<file path="src/rtl/gaussian_pkg.sv">
// gaussian_pkg: shared types and constants for the gaussian MMIO/CSR blocks.
//   - t_mmio_cmd            : host-side command to the MMIO initiator
//   - t_if_ccip_c0_Rx       : MMIO request channel (c0Rx subset, 64-bit data)
//   - t_if_ccip_c2_Tx       : MMIO read-response channel (c2Tx subset)
//   - CSR dword addresses shared with the CSR responder
package gaussian_pkg;

    localparam int          CCIP_MMIO_TID_W      = 9;
    localparam logic [1:0]  MMIO_LEN_32          = 2'b00;
    localparam logic [1:0]  MMIO_LEN_64          = 2'b01;
    localparam int          MMIO_TIMEOUT_DEFAULT = 1024;

    // CSR map, dword addresses (byte offset >> 2)
    localparam logic [15:0] CSR_DFH      = 16'h0000;
    localparam logic [15:0] CSR_AFU_ID_L = 16'h0002;
    localparam logic [15:0] CSR_AFU_ID_H = 16'h0004;
    localparam logic [15:0] CSR_DBG_CNT  = 16'h0006;

    typedef struct packed {
        logic        write;
        logic [15:0] addr;
        logic        len64;
        logic [63:0] data;
    } t_mmio_cmd;

    typedef struct packed {
        logic [15:0]                address;
        logic [1:0]                 length;
        logic                       rsvd;
        logic [CCIP_MMIO_TID_W-1:0] tid;
    } t_ccip_c0_ReqMmioHdr;

    // MMIO payload never exceeds 64 bits, so the data field is trimmed.
    typedef struct packed {
        t_ccip_c0_ReqMmioHdr hdr;
        logic [63:0]         data;
        logic                mmioRdValid;
        logic                mmioWrValid;
    } t_if_ccip_c0_Rx;

    typedef struct packed {
        logic [CCIP_MMIO_TID_W-1:0] tid;
    } t_ccip_c2_RspMmioHdr;

    typedef struct packed {
        t_ccip_c2_RspMmioHdr hdr;
        logic                mmioRdValid;
        logic [63:0]         data;
    } t_if_ccip_c2_Tx;

endpackage

</file>
<file path="src/rtl/gaussian_mmio_tid_fifo.sv">
// gaussian_mmio_tid_fifo: in-order FIFO holding tids of in-flight MMIO reads.
//   clk, reset (async, active-low)
//   push/push_data : enqueue (caller guarantees !full or simultaneous pop)
//   pop            : dequeue head (caller guarantees !empty)
//   head           : oldest entry, valid when !empty
//   count/full/empty : occupancy
module gaussian_mmio_tid_fifo #(
    parameter  int DEPTH = 4,
    parameter  int W     = 9,
    localparam int AW    = (DEPTH > 1) ? $clog2(DEPTH) : 1,
    localparam int CW    = $clog2(DEPTH) + 1
) (
    input  logic          clk,
    input  logic          reset,
    input  logic          push,
    input  logic [W-1:0]  push_data,
    input  logic          pop,
    output logic [W-1:0]  head,
    output logic [CW-1:0] count,
    output logic          full,
    output logic          empty
);

    logic [W-1:0]  mem [DEPTH];
    logic [AW-1:0] wr_ptr, rd_ptr;

    // Explicit wrap keeps DEPTH == 1 legal with a 1-bit pointer.
    function automatic logic [AW-1:0] ptr_next(input logic [AW-1:0] p);
        return (p == AW'(DEPTH - 1)) ? '0 : p + 1'b1;
    endfunction

    always_ff @(posedge clk) begin
        if (push) mem[wr_ptr] <= push_data;
    end

    always_ff @(posedge clk or negedge reset) begin
        if (!reset) begin
            wr_ptr <= '0;
            rd_ptr <= '0;
            count  <= '0;
        end else begin
            if (push) wr_ptr <= ptr_next(wr_ptr);
            if (pop)  rd_ptr <= ptr_next(rd_ptr);
            case ({push, pop})
                2'b10:   count <= count + 1'b1;
                2'b01:   count <= count - 1'b1;
                default: count <= count;
            endcase
        end
    end

    assign head  = mem[rd_ptr];
    assign full  = (count == CW'(DEPTH));
    assign empty = (count == '0);

endmodule

</file>
<file path="src/rtl/gaussian_mmio_initiator.sv">
// gaussian_mmio_initiator: MMIO requester driving the CSR responder.
//   cmd_*          : read/write command in (valid/ready)
//   mmio_req       : registered c0Rx-format request, one cycle per command
//   mmio_rsp       : c2Tx-format read responses, matched in order by tid
//   rsp_*          : read completion pulse (data, tid, timeout flag)
//   stray_cnt      : saturating count of unmatched responses
//   rd_outstanding : in-flight read count
module gaussian_mmio_initiator
    import gaussian_pkg::*;
#(
    parameter  int MAX_OUTSTANDING = 4,
    parameter  int TIMEOUT_CYCLES  = MMIO_TIMEOUT_DEFAULT,
    parameter  int TID_W           = CCIP_MMIO_TID_W,
    localparam int CW              = $clog2(MAX_OUTSTANDING) + 1
) (
    input  logic           clk,
    input  logic           reset,
    input  logic           cmd_valid,
    output logic           cmd_ready,
    input  logic           cmd_write,
    input  logic [15:0]    cmd_addr,
    input  logic           cmd_len64,
    input  logic [63:0]    cmd_data,
    output t_if_ccip_c0_Rx mmio_req,
    input  t_if_ccip_c2_Tx mmio_rsp,
    output logic           rsp_valid,
    output logic [63:0]    rsp_data,
    output logic [TID_W-1:0] rsp_tid,
    output logic           rsp_timeout,
    output logic [15:0]    stray_cnt,
    output logic [CW-1:0]  rd_outstanding
);

    t_mmio_cmd        cmd;
    t_if_ccip_c0_Rx   req_d;
    logic             accept, push, pop, match, tmo_fire, stray;
    logic             full, empty;
    logic [TID_W-1:0] tid_cnt, head;
    logic [15:0]      tmo_cnt;

    assign cmd = '{write: cmd_write, addr: cmd_addr, len64: cmd_len64, data: cmd_data};

    // Responder completes in order, so only the head tid can match.
    assign match    = mmio_rsp.mmioRdValid && !empty && (mmio_rsp.hdr.tid == head);
    assign tmo_fire = !empty && !match && (tmo_cnt == 16'(TIMEOUT_CYCLES - 1));
    assign pop      = match || tmo_fire;
    assign stray    = mmio_rsp.mmioRdValid && !match;

    // A full tracker still takes a read when the head retires this cycle.
    assign cmd_ready = reset && !(!cmd_write && full && !pop);
    assign accept    = cmd_valid && cmd_ready;
    assign push      = accept && !cmd_write;

    gaussian_mmio_tid_fifo #(.DEPTH(MAX_OUTSTANDING), .W(TID_W)) u_tid_fifo (
        .clk       (clk),
        .reset     (reset),
        .push      (push),
        .push_data (tid_cnt),
        .pop       (pop),
        .head      (head),
        .count     (rd_outstanding),
        .full      (full),
        .empty     (empty)
    );

    always_comb begin
        req_d = '0;
        if (accept) begin
            req_d.mmioWrValid  = cmd.write;
            req_d.mmioRdValid  = !cmd.write;
            req_d.hdr.address  = cmd.addr;
            req_d.hdr.length   = cmd.len64 ? MMIO_LEN_64 : MMIO_LEN_32;
            req_d.hdr.tid      = cmd.write ? '0 : tid_cnt;
            req_d.data         = cmd.write ? cmd.data : '0;
        end
    end

    always_ff @(posedge clk or negedge reset) begin
        if (!reset) begin
            mmio_req    <= '0;
            tid_cnt     <= '0;
            tmo_cnt     <= '0;
            rsp_valid   <= 1'b0;
            rsp_data    <= '0;
            rsp_tid     <= '0;
            rsp_timeout <= 1'b0;
            stray_cnt   <= '0;
        end else begin
            mmio_req  <= req_d;
            rsp_valid <= pop;
            if (push) tid_cnt <= tid_cnt + 1'b1;
            // Age of the current head; restarts whenever the head changes.
            if (empty || pop) tmo_cnt <= '0;
            else              tmo_cnt <= tmo_cnt + 1'b1;
            if (pop) begin
                rsp_data    <= match ? mmio_rsp.data : '0;
                rsp_tid     <= head;
                rsp_timeout <= tmo_fire;
            end
            if (stray && stray_cnt != 16'hFFFF) stray_cnt <= stray_cnt + 1'b1;
        end
    end

endmodule
</file>
<file path="config.mk">
export PLATFORM = sky130hd
export DESIGN_NAME = gaussian_mmio_initiator
export DESIGN_NICKNAME = d
export VERILOG_FILES = /design/src/rtl/gaussian_pkg.sv /design/src/rtl/gaussian_mmio_tid_fifo.sv /design/src/rtl/gaussian_mmio_initiator.sv
export SDC_FILE = /design/constraint.sdc
export NUM_CORES = 1
export LEC_CHECK = 0
export ABC_AREA = 1
export CAP_MARGIN = 30
export CORE_MARGIN = 2
export CORE_UTILIZATION = 49
export DETAILED_ROUTE_END_ITERATION = 10
export GPL_TIMING_DRIVEN = 1
export PLACE_DENSITY = 0.87
export REMOVE_ABC_BUFFERS = 1
export SYNTH_ARGS = -nofsm -noshare
export SYNTH_HDL_FRONTEND = slang
export SYNTH_SLANG_ARGS = --single-unit
</file>
<file path="constraint.sdc">
create_clock -name clk -period 4.5 [get_ports clk]
set_input_delay 0.9 -clock clk [delete_from_list [all_inputs] [get_ports clk]]
set_output_delay 0.9 -clock clk [all_outputs]
set_load 0.01 [all_outputs]
</file>
Yosys cells after proc, flatten, opt, wreduce, memory -nomap -nowiden
Memories as Yosys holds them, arrays and structs flattened.
Cells that the tools add are included.
{"block": "totals", "elab_cells": 64, "register_bits": 216, "n_memories": 1, "ramBits": 36, "output_inout_bits": 189}
{"block": "classes", "add_sub_neg": 7, "n_eq_ne": 8, "n_mux": 12, "reduce_logical": 20}
{"memory": "u_tid_fifo.mem", "depth": 4, "width": 9, "read_ports": 1, "rd_ports_with_merged_regs": 0, "wr": 1, "line_no": "gaussian_mmio_tid_fifo.sv:24", "source": "logic [W-1:0] mem [DEPTH];"}
{"operator": "$mux 64", "n": 2}
{"operator": "$mux 75", "n": 1}
{"operator": "$add 16x1->16 const B", "n": 2}
{"operator": "$mux 18", "n": 1}
{"operator": "$eq 16x10->1 const B", "n": 1}
{"operator": "$mux 16", "n": 1}
{"operator": "$ne 16x16->1 const B", "n": 1}
{"operator": "$logic_and 1x1->1", "n": 11}
{"operator": "$add 9x1->9 const B", "n": 1}
{"operator": "$eq 9x9->1", "n": 1}
{"operator": "$mux 9", "n": 1}
{"operator": "$eq 2x2->1 const B", "n": 3}
{"operator": "$pmux 3 s2", "n": 1}
{"operator": "$logic_not 1->1", "n": 5}
{"operator": "$add 2x1->2 const B", "n": 2}
{"operator": "$mux 2", "n": 2}
{"operator": "$add 3x1->3 const B", "n": 1}
{"operator": "$eq 3x3->1 const B", "n": 1}
{"operator": "$logic_not 3->1", "n": 1}
{"operator": "$mux 1", "n": 3}
{"operator": "$sub 3x1->3 const B", "n": 1}
{"operator": "$eq 2x1->1 const B", "n": 1}
{"operator": "$logic_or 1x1->1", "n": 2}
{"operator": "$reduce_bool 2->1", "n": 1}

Depth between registers and ports, before layout
Gate-level depths: netlist (run 1).
{"block": "logic_depth", "word_depth": 16, "ltp_mapped": 19, "ltp_nobuf": 17}

Cells and area by module
From an unflattened synthesis (run 1), not the netlist that was laid out.
{"block": "unflattened", "cells_unflattened": 950, "area_unflattened_um2": 10214.8}
{"module": "gaussian_mmio_initiator", "cells_per_inst": 792, "seq_area_each_um2": 5205.0, "n_inst": 1, "area_per_inst_um2": 8346.8}
{"module": "gaussian_mmio_tid_fifo", "cells_per_inst": 158, "seq_area_each_um2": 1256.2, "n_inst": 1, "area_per_inst_um2": 1868.0}

Worst setup path before layout (run 1)
OpenSTA, ideal clock, no wires.
{"block": "synth_path", "kind": "input to register", "start": "in mmio_rsp[70] (netlist bit)", "end": "reg u_tid_fifo.count[2]", "setup_time_ps": 131, "path_buffers": 1, "slack_ps": 1657, "t_arrival_ps": 2712, "path_stages": 15, "path_cell_list": "nand3b_1 -> nand2_1 -> inv_1 -> nand2_1 -> nor2_2 -> nand3_2 -> nand3_2 -> nand4_2 -> buf_2 -> ha_1 -> inv_1 -> fa_1 -> a21oi_1 -> o21ai_0 -> xor2_1"}
{"block": "synth_between", "elab_chain_len": 14}
{"item": "start: declaration", "line_no": "gaussian_mmio_initiator.sv:25", "source": "input t_if_ccip_c2_Tx mmio_rsp,"}
{"item": "$eq 9x9->1 *", "line_no": "gaussian_mmio_initiator.sv:44", "source": "assign match = mmio_rsp.mmioRdValid && !empty && (mmio_rsp.hdr.tid == head);"}
{"item": "$logic_and 1x1->1 *", "line_no": "gaussian_mmio_initiator.sv:44"}
{"item": "$logic_not 1->1", "line_no": "gaussian_mmio_initiator.sv:45", "source": "assign tmo_fire = !empty && !match && (tmo_cnt == 16'(TIMEOUT_CYCLES - 1));"}
{"item": "$logic_and 1x1->1 (2 in series)", "line_no": "gaussian_mmio_initiator.sv:45"}
{"item": "$logic_or 1x1->1 *", "line_no": "gaussian_mmio_initiator.sv:46", "source": "assign pop = match || tmo_fire;"}
{"item": "$logic_not 1->1", "line_no": "gaussian_mmio_initiator.sv:50", "source": "assign cmd_ready = reset && !(!cmd_write && full && !pop);"}
{"item": "$logic_and 1x1->1", "line_no": "gaussian_mmio_initiator.sv:50"}
{"item": "$logic_not 1->1", "line_no": "gaussian_mmio_initiator.sv:50"}
{"item": "$logic_and 1x1->1", "line_no": "gaussian_mmio_initiator.sv:50"}
{"item": "$logic_and 1x1->1", "line_no": "gaussian_mmio_initiator.sv:51", "source": "assign accept = cmd_valid && cmd_ready;"}
{"item": "$logic_and 1x1->1", "line_no": "gaussian_mmio_initiator.sv:52", "source": "assign push = accept && !cmd_write;"}
{"item": "$eq 2x1->1 or $eq 2x2->1 (tied branches)", "line_no": "gaussian_mmio_tid_fifo.sv:44", "source": "case ({push, pop})"}
{"item": "$pmux 3 s2 or $reduce_bool 2->1 (tied branches)"}
{"item": "end signal: assignment", "line_no": "gaussian_mmio_tid_fifo.sv:45", "source": "2'b10: count <= count + 1'b1;"}
{"item": "end signal: assignment", "line_no": "gaussian_mmio_tid_fifo.sv:46", "source": "2'b01: count <= count - 1'b1;"}
{"item": "end signal: assignment", "line_no": "gaussian_mmio_tid_fifo.sv:47", "source": "default: count <= count;"}
{"item": "end: declaration", "line_no": "gaussian_mmio_tid_fifo.sv:19", "source": "output logic [CW-1:0] count,"}
Mark *: on every way between the ends. The rest lies on a longest branch, timed or not.
A chain may end at the register's enable or synchronous reset.

Final worst setup path (run 1)
{"block": "layout_path", "start": "reg u_tid_fifo.rd_ptr[0]", "end": "out cmd_ready"}
{"block": "layout_between", "elab_chain_len": 11}
{"item": "start: declaration", "line_no": "gaussian_mmio_tid_fifo.sv:25", "source": "logic [AW-1:0] wr_ptr, rd_ptr;"}
{"item": "start signal: assignment", "line_no": "gaussian_mmio_tid_fifo.sv:43", "source": "if (pop) rd_ptr <= ptr_next(rd_ptr);"}
{"item": "$mem_v2 4x9 *"}
{"item": "$eq 9x9->1 *", "line_no": "gaussian_mmio_initiator.sv:44"}
{"item": "$logic_and 1x1->1 *", "line_no": "gaussian_mmio_initiator.sv:44"}
{"item": "$logic_not 1->1", "line_no": "gaussian_mmio_initiator.sv:45"}
{"item": "$logic_and 1x1->1 (2 in series)", "line_no": "gaussian_mmio_initiator.sv:45"}
{"item": "$logic_or 1x1->1 *", "line_no": "gaussian_mmio_initiator.sv:46"}
{"item": "$logic_not 1->1 *", "line_no": "gaussian_mmio_initiator.sv:50"}
{"item": "$logic_and 1x1->1 *", "line_no": "gaussian_mmio_initiator.sv:50"}
{"item": "$logic_not 1->1 *", "line_no": "gaussian_mmio_initiator.sv:50"}
{"item": "$logic_and 1x1->1 *", "line_no": "gaussian_mmio_initiator.sv:50"}
{"item": "end: declaration", "line_no": "gaussian_mmio_initiator.sv:19", "source": "output logic cmd_ready,"}
Marks and branches as above.

==> results of run 1 <==
## cells by family (layout without fill, tap and decap cells)
| group | after synthesis | count (layout) | share of synthesized area, % |
|---|---|---|---|
| compound gates | 28 | 28 | 1.39 |
| xor+xnor | 26 | 26 | 2.25 |
| fa+ha+maj | 10 | 10 | 1.31 |
| buf+inv | 182 | 548 | 7.86 |
| flops | 251 | 251 | 63.9 |
| other cells | 1 | 2 | 0.0371 |
| simple gates | 569 | 569 | 23.2 |
## state kept, by name, summed over array words and instances (netlist names)
name	flops
u_tid_fifo.wr_ptr	2
rsp_valid	1
u_tid_fifo.count	3
rsp_timeout	1
tid_cnt	9
stray_cnt	16
rsp_tid	9
u_tid_fifo.mem	36
u_tid_fifo.rd_ptr	2
mmio_req	92
rsp_data	64
tmo_cnt	16
## layout make-up
class / count / share of cell area (%)
clock inverter: 14 / 0.865
multi-input combinational: 635 / 19.6
inverter: 147 / 3.79
sequential: 251 / 44.2
tap: 270 / 2.31
clock buffer: 34 / 5.08
timing repair buffer: 353 / 24.1
## power by group through the flow
| stage | Clock (W) | Sequential (W) | Combinational, W |
|---|---|---|---|
| 2_1_floorplan | 0 | 0.00272 | 0.000368 |
| 3_3_place_gp | 0 | 0.00269 | 0.000914 |
| 3_5_place_dp | 0 | 0.00271 | 0.000945 |
| 4_1_cts | 0.00219 | 0.00266 | 0.000956 |
| 5_1_grt | 0.00229 | 0.00269 | 0.00105 |
| 6_report | 0.00215 | 0.00267 | 0.000946 |
## per-layer routing
| metal | part of all wire [%] | GRT usage (%) | up-vias | wire length, um |
|---|---|---|---|---|
| met5 | 0 | 0 | - | 0 |
| met4 | 2.9 | 7.69 | 0 | 774 |
| met3 | 9.1 | 7.19 | 52 | 2390 |
| met2 | 49 | 41.7 | 318 | 12800 |
| met1 | 39 | 29.2 | 3787 | 10400 |
| li1 | - | - | 3923 | - |
## cell usage in the layout, fill, tap and decap left out, types with 8 or more instances in the layout
cell | synthesis | final
xor2_1 | 20 | 20
o21ai_1 | 11 | 11
buf_4 | 5 | 8
o21ai_0 | 11 | 11
edfxtp_1 | 36 | 36
inv_1 | 144 | 144
dfrtp_1 | 215 | 215
nor3b_1 | 8 | 8
nor2_1 | 134 | 134
nand2_1 | 348 | 348
clkbuf_16 | 0 | 27
clkdlybuf4s50_1 | 0 | 344
nand3_1 | 40 | 39
nor3_1 | 11 | 11
ha_1 | 9 | 9
## through the flow
stage	power, W	instances	worst slack [ps]	cell area [um2]	util [%]
finish	0.00576	1704	348	14600	72.2
global route	0.00604	1704	35.5	14600	72.2
CTS	0.00581	1704	373	14600	72.2
detailed placement	0.00365	1656	717	13700	67.9
global placement	0.00361	1656	795	13700	67.9
floorplan	0.00309	1033	316	9870	-
## path summary, 6_finish.rpt
check | from | end | slack [ps] | cells after the start
min in group clk | tmo_cnt[0] | tmo_cnt[0] | 470 | 1
max | u_tid_fifo.rd_ptr[0] | cmd_ready | 350 | 13
max in group asynchronous | reset | mmio_req[52] | 2460 | 3
max reg2reg | u_tid_fifo.rd_ptr[0] | u_tid_fifo.mem[3][0] | 1170 | 12
min reg2reg | tmo_cnt[0] | tmo_cnt[0] | 470 | 1
min | reset | tid_cnt[0] | 220 | 1
==> metrics.txt, run 1 <==
Logic pwr share=16.4%; register area share after synthesis=63.9%; final layout net count=1583; final setup TNS=0 ps; Die Height=148 um; Sequential Power Share=46.3%; top_reg_cell synth=dfrtp_1; fmax=0.241 GHz; WL final=26400 um; vias per cell=4.74; top-count cell post-synth=nand2_1; critical path's top delay family=simple AND/OR/NAND/NOR gates; synthesis-to-finish area growth=44.5%; synth top area cells=dfrtp_1 (53%), nand2_1 (13%), edfxtp_1 (11%), inv_1 (5.3%), nor2_1 (5.0%); Hold WS=221 ps; Multi-input gate area=2870 um2; first-pass GRT wire length=42100 um; CP required=3600 ps; DRT antenna net count=0; total number of vias=8080; Ys Warns=0; LEAKAGE=7.14 nW; sw frac=26.1%; Worst path slowest cell=dfrtp_1; worst skew pair latency=520 ps; Clock Power Share=37.3%; Setup crit end kind=primary output; Crit path buffers/inverters=3; Initial DRC Count=370; CTS resizes=0; WP data arrival=3250 ps; Net Sw Power=0.00150 W; max-slew violations=0; gr ovfl total=0; Tcrit/Tclk final=92.3%; WS Path Type=flip-flop to primary output; Syn Area/Cell=9.47 um2; clock buffer count from CTS=26; Antenna Cells=0; crit start category=flip-flop; outcome=complete, no violations; synth unique cells=35; commonest cells in the netlist=nand2_1 (348), dfrtp_1 (215), inv_1 (144); internal power=0.00426 W; initial antenna violation count=0; Max VDD drop=0.000274 V; peak fanout along the critical path=21; Synth top area share=53.2%; number of global-route vias before repair=8286; port bufs=345; H-tree levels=1; Post-DP HPWL=18800 um; top cell type by total area after synthesis=dfrtp_1; global placement routability congestion=0.878; worst clock skew=11.1 ps; worst-margin pin slew=847 ps; row count=52; hold_buf cts=0; sequential standard cell area=6460 um2; Top Ports=348; CP cell instances=inv_2 -> nand2_1 -> nand3_1 -> nand2_1 -> nand2_1 -> nand2_1 -> nand2_1 -> nor2_2 -> nand3_2 -> nand3_2 -> nand2_1 -> inv_1 -> clkdlybuf4s50_1; max_cap viols=0; clk slew on worst S/H paths=60 ps; final hold violation count=0; number of setup buffers added after CTS=0; clock sinks=251; cell mode on critical path=nand2_1; clock tree buffer depth=3; DRC Markers=0; Initial Utilization=50.0%; post-synthesis cell count=1067; DIE WIDTH=148 um; CP max stage delay=720 ps; PwrDens=394 nW/um2; Relative slew margins=43.5%; Post-synth ARST share=85.7%; DR WL/cell=15.5 um; CTS tree=built; die area=21800 um2; worst hold path type=input port to asynchronous set/reset pin; GRT Util Overall=24.1%; layout cells sized above 1=4.67%; EDFF count, synth=36; core area=20200 um2; RSZ-0062 raised after global routing=false; fillers=1378; fin crit period=4150 ps; largest net degree at the start of global routing=71; setup violators final=0; root buf cell=clkbuf_16; DR pass1 iterations=4; Seq cells post-synth=251; post-synthesis cell area=10100 um2
No activity file was read; power rests on OpenSTA's default activity.
==> run 2, diff against run 1 <==
Settings changed: CORE_ASPECT_RATIO from default to 1.75.
==> metrics.txt, run 2 (synthesized netlist as in run 1, its figures left out) <==
fmax=0.239 GHz; first-pass GRT wire length=43400 um; WP data arrival=3280 ps; max-slew violations=0; CTS resizes=0; worst hold path type=input port to asynchronous set/reset pin; final hold violation count=0; initial antenna violation count=0; WL final=27700 um; PwrDens=385 nW/um2; LEAKAGE=7.10 nW; commonest non-fill, non-tap cell in the layout=nand2_1; biggest regs=mmio_req (92), rsp_data (64), u_tid_fifo.mem (36); Tcrit/Tclk final=92.9%; post-place setup slack=583 ps; setup violators final=0; port bufs=345; core area=20300 um2; clock buffer count from CTS=22; worst-margin pin slew=848 ps; Die Height=194 um; total number of vias=8067; clock tree buffer depth=3; worst skew pair latency=510 ps; crit start category=flip-flop; RSZ-0062 raised after global routing=false; row count=69; number of setup buffers added after CTS=0; Setup crit end kind=primary output; most frequent cells in the layout=nand2_1 (348), clkdlybuf4s50_1 (344), dfrtp_1 (215); outcome=complete, no violations; WS Path Type=flip-flop to primary output; Antenna Cells=0; final setup TNS=0 ps; max_cap viols=0; hold_buf cts=0; Post-DP HPWL=20300 um; largest register by flop count=mmio_req; layout cells sized above 1=4.21%; vias per cell=4.82; global placement routability congestion=0.907; die area=21800 um2; clock sinks=251; max reg flops=92; CP max stage delay=730 ps; worst clock skew=20.2 ps; synthesis-to-finish area growth=43.2%; Hold WS=226 ps; root buf cell=clkbuf_16; Relative slew margins=43.3%; CP required=3600 ps; DIE WIDTH=113 um; DR pass1 iterations=5; DR WL/cell=16.6 um; Initial DRC Count=349; fillers=1400; Max VDD drop=0.000359 V; CTS tree=built; gr ovfl total=0; largest net degree at the start of global routing=82; Final WS setup=322 ps; peak fanout along the critical path=21; Top Ports=348; Worst path slowest cell=dfrtp_1; CP cell instances=inv_2 -> nand2_1 -> nand3_1 -> nand2_1 -> nand2_1 -> nand2_1 -> nand2_1 -> nor2_2 -> nand3_2 -> nand3_2 -> nand2_1 -> inv_1 -> clkdlybuf4s50_1; fin crit period=4180 ps; DRC Markers=0; number of global-route vias before repair=8478; H-tree levels=1; GRT Util Overall=25.1%; cell mode on critical path=nand2_1; Initial Utilization=49.8%; DRT antenna net count=0; clk slew on worst S/H paths=70 ps; final layout net count=1578
[run 2: per-layer routing]
layer | wire, um | GRT usage, % | up-vias
met5 | 0 | 0 | -
li1 | - | - | 3905
met2 | 14700 | 45.8 | 337
met4 | 1250 | 11.2 | 0
met1 | 9740 | 26.9 | 3746
met3 | 2000 | 6.31 | 79
[run 2: path summary, 6_finish.rpt]
kind                                       from              endpoint  slack [ps]  cells after the start
max                        u_tid_fifo.rd_ptr[0]             cmd_ready         320                     13
min                                       reset           mmio_req[2]         230                      1
max reg2reg                u_tid_fifo.rd_ptr[0]  u_tid_fifo.mem[2][8]         710                     12
min reg2reg                          tmo_cnt[0]            tmo_cnt[0]         460                      1
max in group asynchronous                 reset          rsp_data[20]        2550                      3
min in group clk                     tmo_cnt[0]            tmo_cnt[0]         460                      1
[run 2: per-stage QoR]
stage / cell area [um2] / cells / utilization, % / power, W
after CTS: 14500 / 1671 / 71.2 / 0.00563
after global routing: 14500 / 1672 / 71.4 / 0.00585
after global placement: 13700 / 1632 / 67.5 / 0.00361
after detailed placement: 13700 / 1632 / 67.5 / 0.00366
after floorplan: 9870 / 1033 / - / 0.00309
final: 14500 / 1672 / 71.4 / 0.00557
[run 2: worst max-delay path: cells and delay by family (launching register included)]
kind,cells,cell delay (ps)
AND/OR/NAND/NOR,10,1140
flip-flops,1,730
buffers and inverters,3,900
[run 2: power by group]
group | total, W | internal [W] | switching (W)
logic | 0.000948 | 0.000477 | 0.000471
registers | 0.00267 | 0.00250 | 0.000167
clock network | 0.00195 | 0.00111 | 0.000840
total | 0.00557 | 0.00409 | 0.00148
[run 2: layout make-up]
class / instances / area, um2 / share of cell area (%)
flip-flops and latches: 251 / 6460 / 44.6
inverters: 147 / 554 / 3.83
clock inverters: 10 / 124 / 0.856
well taps: 248 / 310 / 2.14
repair buffers: 352 / 3530 / 24.4
multi-input cells: 635 / 2870 / 19.8
clock buffers: 29 / 628 / 4.34
==> run 3, diff against run 2 <==
Settings changed: CTS_CLUSTER_DIAMETER from default to 150.
==> results of run 3 <==
The final DEF is identical to that of run 2; final timing and power are the same.
